`src/rtl/alu_core_pkg.sv`:
```
// Shared op-code definitions for alu_core.
// Controllers and benches import this package rather than hard-coding codes.
// Codes 0xD-0xF are reserved and decode as NO_OP (hold).
package alu_core_pkg;

  localparam int unsigned OP_W = 4;

  localparam logic [OP_W-1:0] NO_OP  = 4'h0;
  localparam logic [OP_W-1:0] ADD_OP = 4'h1;
  localparam logic [OP_W-1:0] SUB_OP = 4'h2;
  localparam logic [OP_W-1:0] MUL_OP = 4'h3;
  localparam logic [OP_W-1:0] AND_OP = 4'h4;
  localparam logic [OP_W-1:0] OR_OP  = 4'h5;
  localparam logic [OP_W-1:0] XOR_OP = 4'h6;
  localparam logic [OP_W-1:0] ROL_OP = 4'h7;
  localparam logic [OP_W-1:0] ROR_OP = 4'h8;
  localparam logic [OP_W-1:0] LSL_OP = 4'h9;
  localparam logic [OP_W-1:0] LSR_OP = 4'hA;
  localparam logic [OP_W-1:0] ASR_OP = 4'hB;
  localparam logic [OP_W-1:0] NOT_OP = 4'hC;

endpackage

```
`src/rtl/alu_core.sv`:
```
// Single-cycle registered ALU.
// Ports:
//   i_clk  - system clock, rising edge active
//   i_rst  - asynchronous active-high reset, clears o_data
//   i_op   - 4-bit operation code (see alu_core_pkg)
//   i_arg0 - first operand, WIDTH bits
//   i_arg1 - second operand, WIDTH bits
//   o_data - registered result, valid one clock after the op is presented
module alu_core
  import alu_core_pkg::*;
#(
  parameter int unsigned WIDTH = 8
) (
  input  logic             i_clk,
  input  logic             i_rst,
  input  logic [OP_W-1:0]  i_op,
  input  logic [WIDTH-1:0] i_arg0,
  input  logic [WIDTH-1:0] i_arg1,
  output logic [WIDTH-1:0] o_data
);

  logic [WIDTH-1:0] data_q;
  logic [WIDTH-1:0] data_d;

  // Result mux; all arithmetic truncates to WIDTH bits (carry/overflow dropped).
  always_comb begin
    data_d = data_q;
    case (i_op)
      ADD_OP:  data_d = i_arg0 + i_arg1;
      SUB_OP:  data_d = i_arg0 - i_arg1;
      MUL_OP:  data_d = i_arg0 * i_arg1;
      AND_OP:  data_d = i_arg0 & i_arg1;
      OR_OP:   data_d = i_arg0 | i_arg1;
      XOR_OP:  data_d = i_arg0 ^ i_arg1;
      ROL_OP:  data_d = {i_arg0[WIDTH-2:0], i_arg0[WIDTH-1]};
      ROR_OP:  data_d = {i_arg0[0], i_arg0[WIDTH-1:1]};
      LSL_OP:  data_d = {i_arg0[WIDTH-2:0], 1'b0};
      LSR_OP:  data_d = {1'b0, i_arg0[WIDTH-1:1]};
      ASR_OP:  data_d = {i_arg0[WIDTH-1], i_arg0[WIDTH-1:1]};
      NOT_OP:  data_d = ~i_arg0;
      // NO_OP and reserved codes hold the previous result.
      default: data_d = data_q;
    endcase
  end

  always_ff @(posedge i_clk or posedge i_rst) begin
    if (i_rst) begin
      data_q <= '0;
    end else begin
      data_q <= data_d;
    end
  end

  assign o_data = data_q;

endmodule

```
`config.mk`:
```
export PLATFORM = sky130hd
export DESIGN_NAME = alu_core
export DESIGN_NICKNAME = d
export VERILOG_FILES = /design/src/rtl/alu_core_pkg.sv /design/src/rtl/alu_core.sv
export SDC_FILE = /design/constraint.sdc
export NUM_CORES = 1
export LEC_CHECK = 0
export ABC_CLOCK_PERIOD_IN_PS = 1630
export BUFFER_PORTS_ARGS = -buffer_cell sky130_fd_sc_hd__buf_4
export CORE_MARGIN = 2
export CORE_UTILIZATION = 62
export DETAILED_ROUTE_END_ITERATION = 16
export PLACE_DENSITY = 0.94
export SYNTH_ARGS = -nofsm -noshare
export SYNTH_HDL_FRONTEND = slang
export SYNTH_SLANG_ARGS = --single-unit
```
`constraint.sdc`:
```
create_clock -name i_clk -period 1.63 [get_ports i_clk]
set_input_delay 0.326 -clock i_clk [delete_from_list [all_inputs] [get_ports i_clk]]
set_output_delay 0.326 -clock i_clk [all_outputs]
set_load 0.1 [all_outputs]
```
==> flow_summary.ini, run 1 <==
[place]
place_hpwl_um = 7390
portBuffers = 29
dp_slack_ns = -2.27
gp_congestion = 0.982

[logic_synthesis]
ys_seq_area_frac = 0.0798
synth.distinct_cells = 55
synth_ff_type = dfrtp_1
synthCells = 319
async_flop_share = 1.00
synth_nets = 394
ys_seq_elements = 8
syn_area_per_cell_um2 = 7.87
synth_edf_count = 0
ys_warn_count = 0
mappedNetlistArea_mm2 = 0.00251

[die]
die_w_um = 67.6
num_rows = 23
die_h_um = 67.6
io_pins = 30
start_util = 0.637

[clock_network]
cts_buffers = 3
root_buffer = clkbuf_8
cts_resized = 58
cts_buffer_depth = 2
cts_hold_buf = 0
clock-sinks = 8
post-cts-setup-buffers = 15
cts_htree_levels = 1

[outcome]
lastStage = clock tree synthesis
status = aborted with a tool error
error = [ERROR DPL-0033] detailed placement checks failed during check placement.
-- logic make-up after synthesis --
kind of cell	Yosys count	share of synthesized area
mux	5	0.0199
fa+ha+maj	53	0.303
flops	8	0.0798
xor+xnor	28	0.112
simple gates	88	0.165
compound gates	80	0.220
buf+inv	57	0.101
-- stage by stage --
| step | hold slack, ns | TNS, ns | area (µm²) | instances |
|---|---|---|---|---|
| 2_1_floorplan | 0.142 | -7.88 | 2710 | 319 |
| 3_3_place_gp | 0.286 | -10.57 | 3470 | 462 |
| 3_5_place_dp | 0.299 | -11.30 | 3470 | 462 |
-- cell usage after synthesis, types with 2 or more instances --
library cell  count  area, µm²
inv_1            45        169
ha_1             40        500
nor2_1           33        124
nand2_1          24       90.1
xnor2_1          19        166
a21oi_1          18       90.1
fa_1             13        260
o21ai_0          11       55.1
a31oi_1           8       50.1
dfrtp_1           8        200
nand2b_1          8       50.1
buf_2             7       35.0
o22ai_1           7       43.8
xor2_1            6       52.6
mux2i_1           5       50.1
nor2b_1           5       31.3
nand2_2           4       25.0
nor3_1            4       20.0
a21o_1            3       22.5
a221oi_1          3       26.3
a22oi_1           3       22.5
clkbuf_8          3       41.3
o32ai_1           3       26.3
a211oi_1          2       15.0
a22o_1            2       17.5
nand3_1           2       10.0
nand3b_1          2       15.0
o211ai_1          2       15.0
o2bb2ai_1         2       17.5
xnor3_1           2       45.0
==> run 2, diff against run 1 <==
--- a/config.mk
+++ b/config.mk
@@ -8,9 +8,9 @@
 export ABC_CLOCK_PERIOD_IN_PS = 1630
 export BUFFER_PORTS_ARGS = -buffer_cell sky130_fd_sc_hd__buf_4
 export CORE_MARGIN = 2
-export CORE_UTILIZATION = 62
+export CORE_UTILIZATION = 40
 export DETAILED_ROUTE_END_ITERATION = 16
-export PLACE_DENSITY = 0.94
+export PLACE_DENSITY_LB_ADDON = 0.15
 export SYNTH_ARGS = -nofsm -noshare
 export SYNTH_HDL_FRONTEND = slang
 export SYNTH_SLANG_ARGS = --single-unit
==> flow_summary.ini, run 2 <==
[logic_synthesis]
synthTopCellsByArea = ha_1, fa_1, dfrtp_1
ys_seq_area_frac = 0.0798
yosys-top-cells-count = inv_1, ha_1, nor2_1, nand2_1, xnor2_1
synth_edf_count = 0
mappedNetlistArea_mm2 = 0.00251
synth_ff_type = dfrtp_1
ys_seq_elements = 8
synthCells = 319
syn_area_per_cell_um2 = 7.87
async_flop_share = 1.00
yosysMostFrequentCell = inv_1
synth.distinct_cells = 55
synth_top_area_frac = 0.199
yosys.area.top_type = ha_1
synth_nets = 394
ys_warn_count = 0

[sta]
hold_ws_ns = 0.0476
min_period_ns = 3.41
hold_viol_final = 0
setup_slack_ns = -1.78
maxSlewHeadroom = 0.758
slew_violations = 0
worstMarginPinSlew_ns = 0.360
timing.final.crit_share = 2.09
setup-tns-final_ns = -8.42
fin_worst_skew_ns = 0
rsz0062_at_grt = yes
setup_viol = 7
max_freq_ghz = 0.293

[grt]
grt_pass1_wl_um = 14200
grt_max_degree = 22
grt_usage = 0.255
antenna_found_initial = 0
grt_pass1_vias = 2784
grt-ovfl-total = 0

[power_and_ir_drop]
switchingPower_uw = 1320
p_sw_frac = 0.484
p_seq_frac = 0.098
p_leak_uw = 0.00183
power_frac_clock = 0.093
irDropWorstVdd_v = 0.000718
p_per_area_mw_per_mm2 = 685
combPwrFrac = 0.809
p_int_uw = 1400

[place]
gp_congestion = 0.904
portBuffers = 29
place_hpwl_um = 6680

[clock_network]
cts_htree_levels = 1
clkTransAtPathRegs_ns = 0.04
cts_hold_buf = 0
cts_buffers = 3
cts_tree = yes
cts_buffer_depth = 2
clock-sinks = 8
root_buffer = clkbuf_8
clk_latency_ns = 0.24

[detailed_routing]
wl_per_cell_um = 17.2
first_iter_violations = 306
postRouteAntennaNets = 0
drcViolationCount = 0
vias = 2727
viasPerCell = 5.45
first_pass_iters = 5
wirelength_um = 8580

[worst_setup_path]
required_ns = 1.79
path_class = in2reg
worstPathArrival_ns = 3.57
critPathMaxFanout = 5
start_kind = input port
end_kind = flip-flop

[final_layout]
utilization = 0.663
num_antenna_cells = 0
largest_reg_flops = 8
final_cell_mix = buf_4, nor2_1, inv_1, ha_1, nand2_1
drive_gt1_frac = 0.456
final_nets = 502
register_area_um2 = 200
mostFrequentLayoutCell = buf_4
areaGrowthSynthToFinish_pct = 58.2
fill_cells = 506
multi_input_area_mm2 = 0.00244

[die]
start_util = 0.419
die_h_um = 83.2
core_area_mm2 = 0.00599
die_area_mm2 = 0.00692
io_pins = 30
die_w_um = 83.2
num_rows = 28

[hold_path]
hp-class = in2async

[outcome]
status = finished, violations left
violations = setup timing

[job]
maxCapViolCount = 0
[run 2: worst max-delay path: stages]
cell      delay [ns]
buf_12          0.11
ha_4            0.16
fa_2            0.35
fa_1            0.46
ha_1            0.31
inv_2           0.04
fa_1            0.51
inv_2           0.04
ha_4            0.22
a21o_4          0.21
a21oi_4         0.12
xnor3_1         0.24
xnor3_1         0.24
nand2b_1        0.07
a31oi_1         0.16
[run 2: final timing paths]
check | cells after the start | to | start | slack [ns]
min | 2 | o_data[4]$_DFFE_PP0P_ | i_rst | 0.05
min in group i_clk | 4 | o_data[6]$_DFFE_PP0P_ | i_arg0[5] | 0.52
min reg2reg | 2 | o_data[4]$_DFFE_PP0P_ | o_data[4]$_DFFE_PP0P_ | 0.53
max in group asynchronous | 2 | o_data[0]$_DFFE_PP0P_ | i_rst | 1.33
max | 15 | o_data[7]$_DFFE_PP0P_ | i_arg1[2] | -1.78
max reg2reg | 3 | o_data[6]$_DFFE_PP0P_ | o_data[6]$_DFFE_PP0P_ | 0.57
[run 2: cell families after synthesis]
family / count (synthesis) / share of synthesized area
adder cells (fa/ha/maj): 53 / 0.303
buffers and inverters: 57 / 0.101
XOR/XNOR: 28 / 0.112
multiplexers: 5 / 0.0199
flip-flops: 8 / 0.0798
AND/OR/NAND/NOR: 88 / 0.165
AO/OA/AOI/OAI: 80 / 0.220
[run 2: area by class of cell]
class,count,area share
multi-input cells,254,0.615
repair buffers,113,0.244
inverters,46,0.0552
flip-flops and latches,8,0.0504
well taps,75,0.0236
clock buffers,3,0.0104
repair inverters,1,0.00126
[run 2: power by group through the flow]
stage	Combinational, µW	Clock (µW)	Sequential [µW]
after floorplan	931	0	578
after global placement	1790	0	267
after detailed placement	1810	0	268
after CTS	2040	257	266
after global routing	2360	268	272
final	2200	253	266
[run 2: what timing repair did]
action,CTS,global route
setup endpoints to repair,7,8
setup buffers,8,1
pin swaps,25,16
gates resized for setup,59,17
gates cloned,0,1
[run 2: stage by stage]
stage | setup WS [ns] | total power (µW) | instances | cell area, µm²
CTS | -1.84 | 2560 | 498 | 3870
floorplan | -1.70 | 1510 | 319 | 2710
global placement | -2.09 | 2060 | 488 | 3510
finish | -1.78 | 2720 | 500 | 3970
detailed placement | -2.12 | 2080 | 488 | 3510
global route | -1.88 | 2900 | 500 | 3970
[run 2: routing by layer]
metal / wire length [µm] / track usage
met5: 0 / 0
met4: 210 / 0.0626
met3: 564 / 0.0348
met2: 4060 / 0.430
met1: 3740 / 0.344
(Power assumes the default switching activity.)
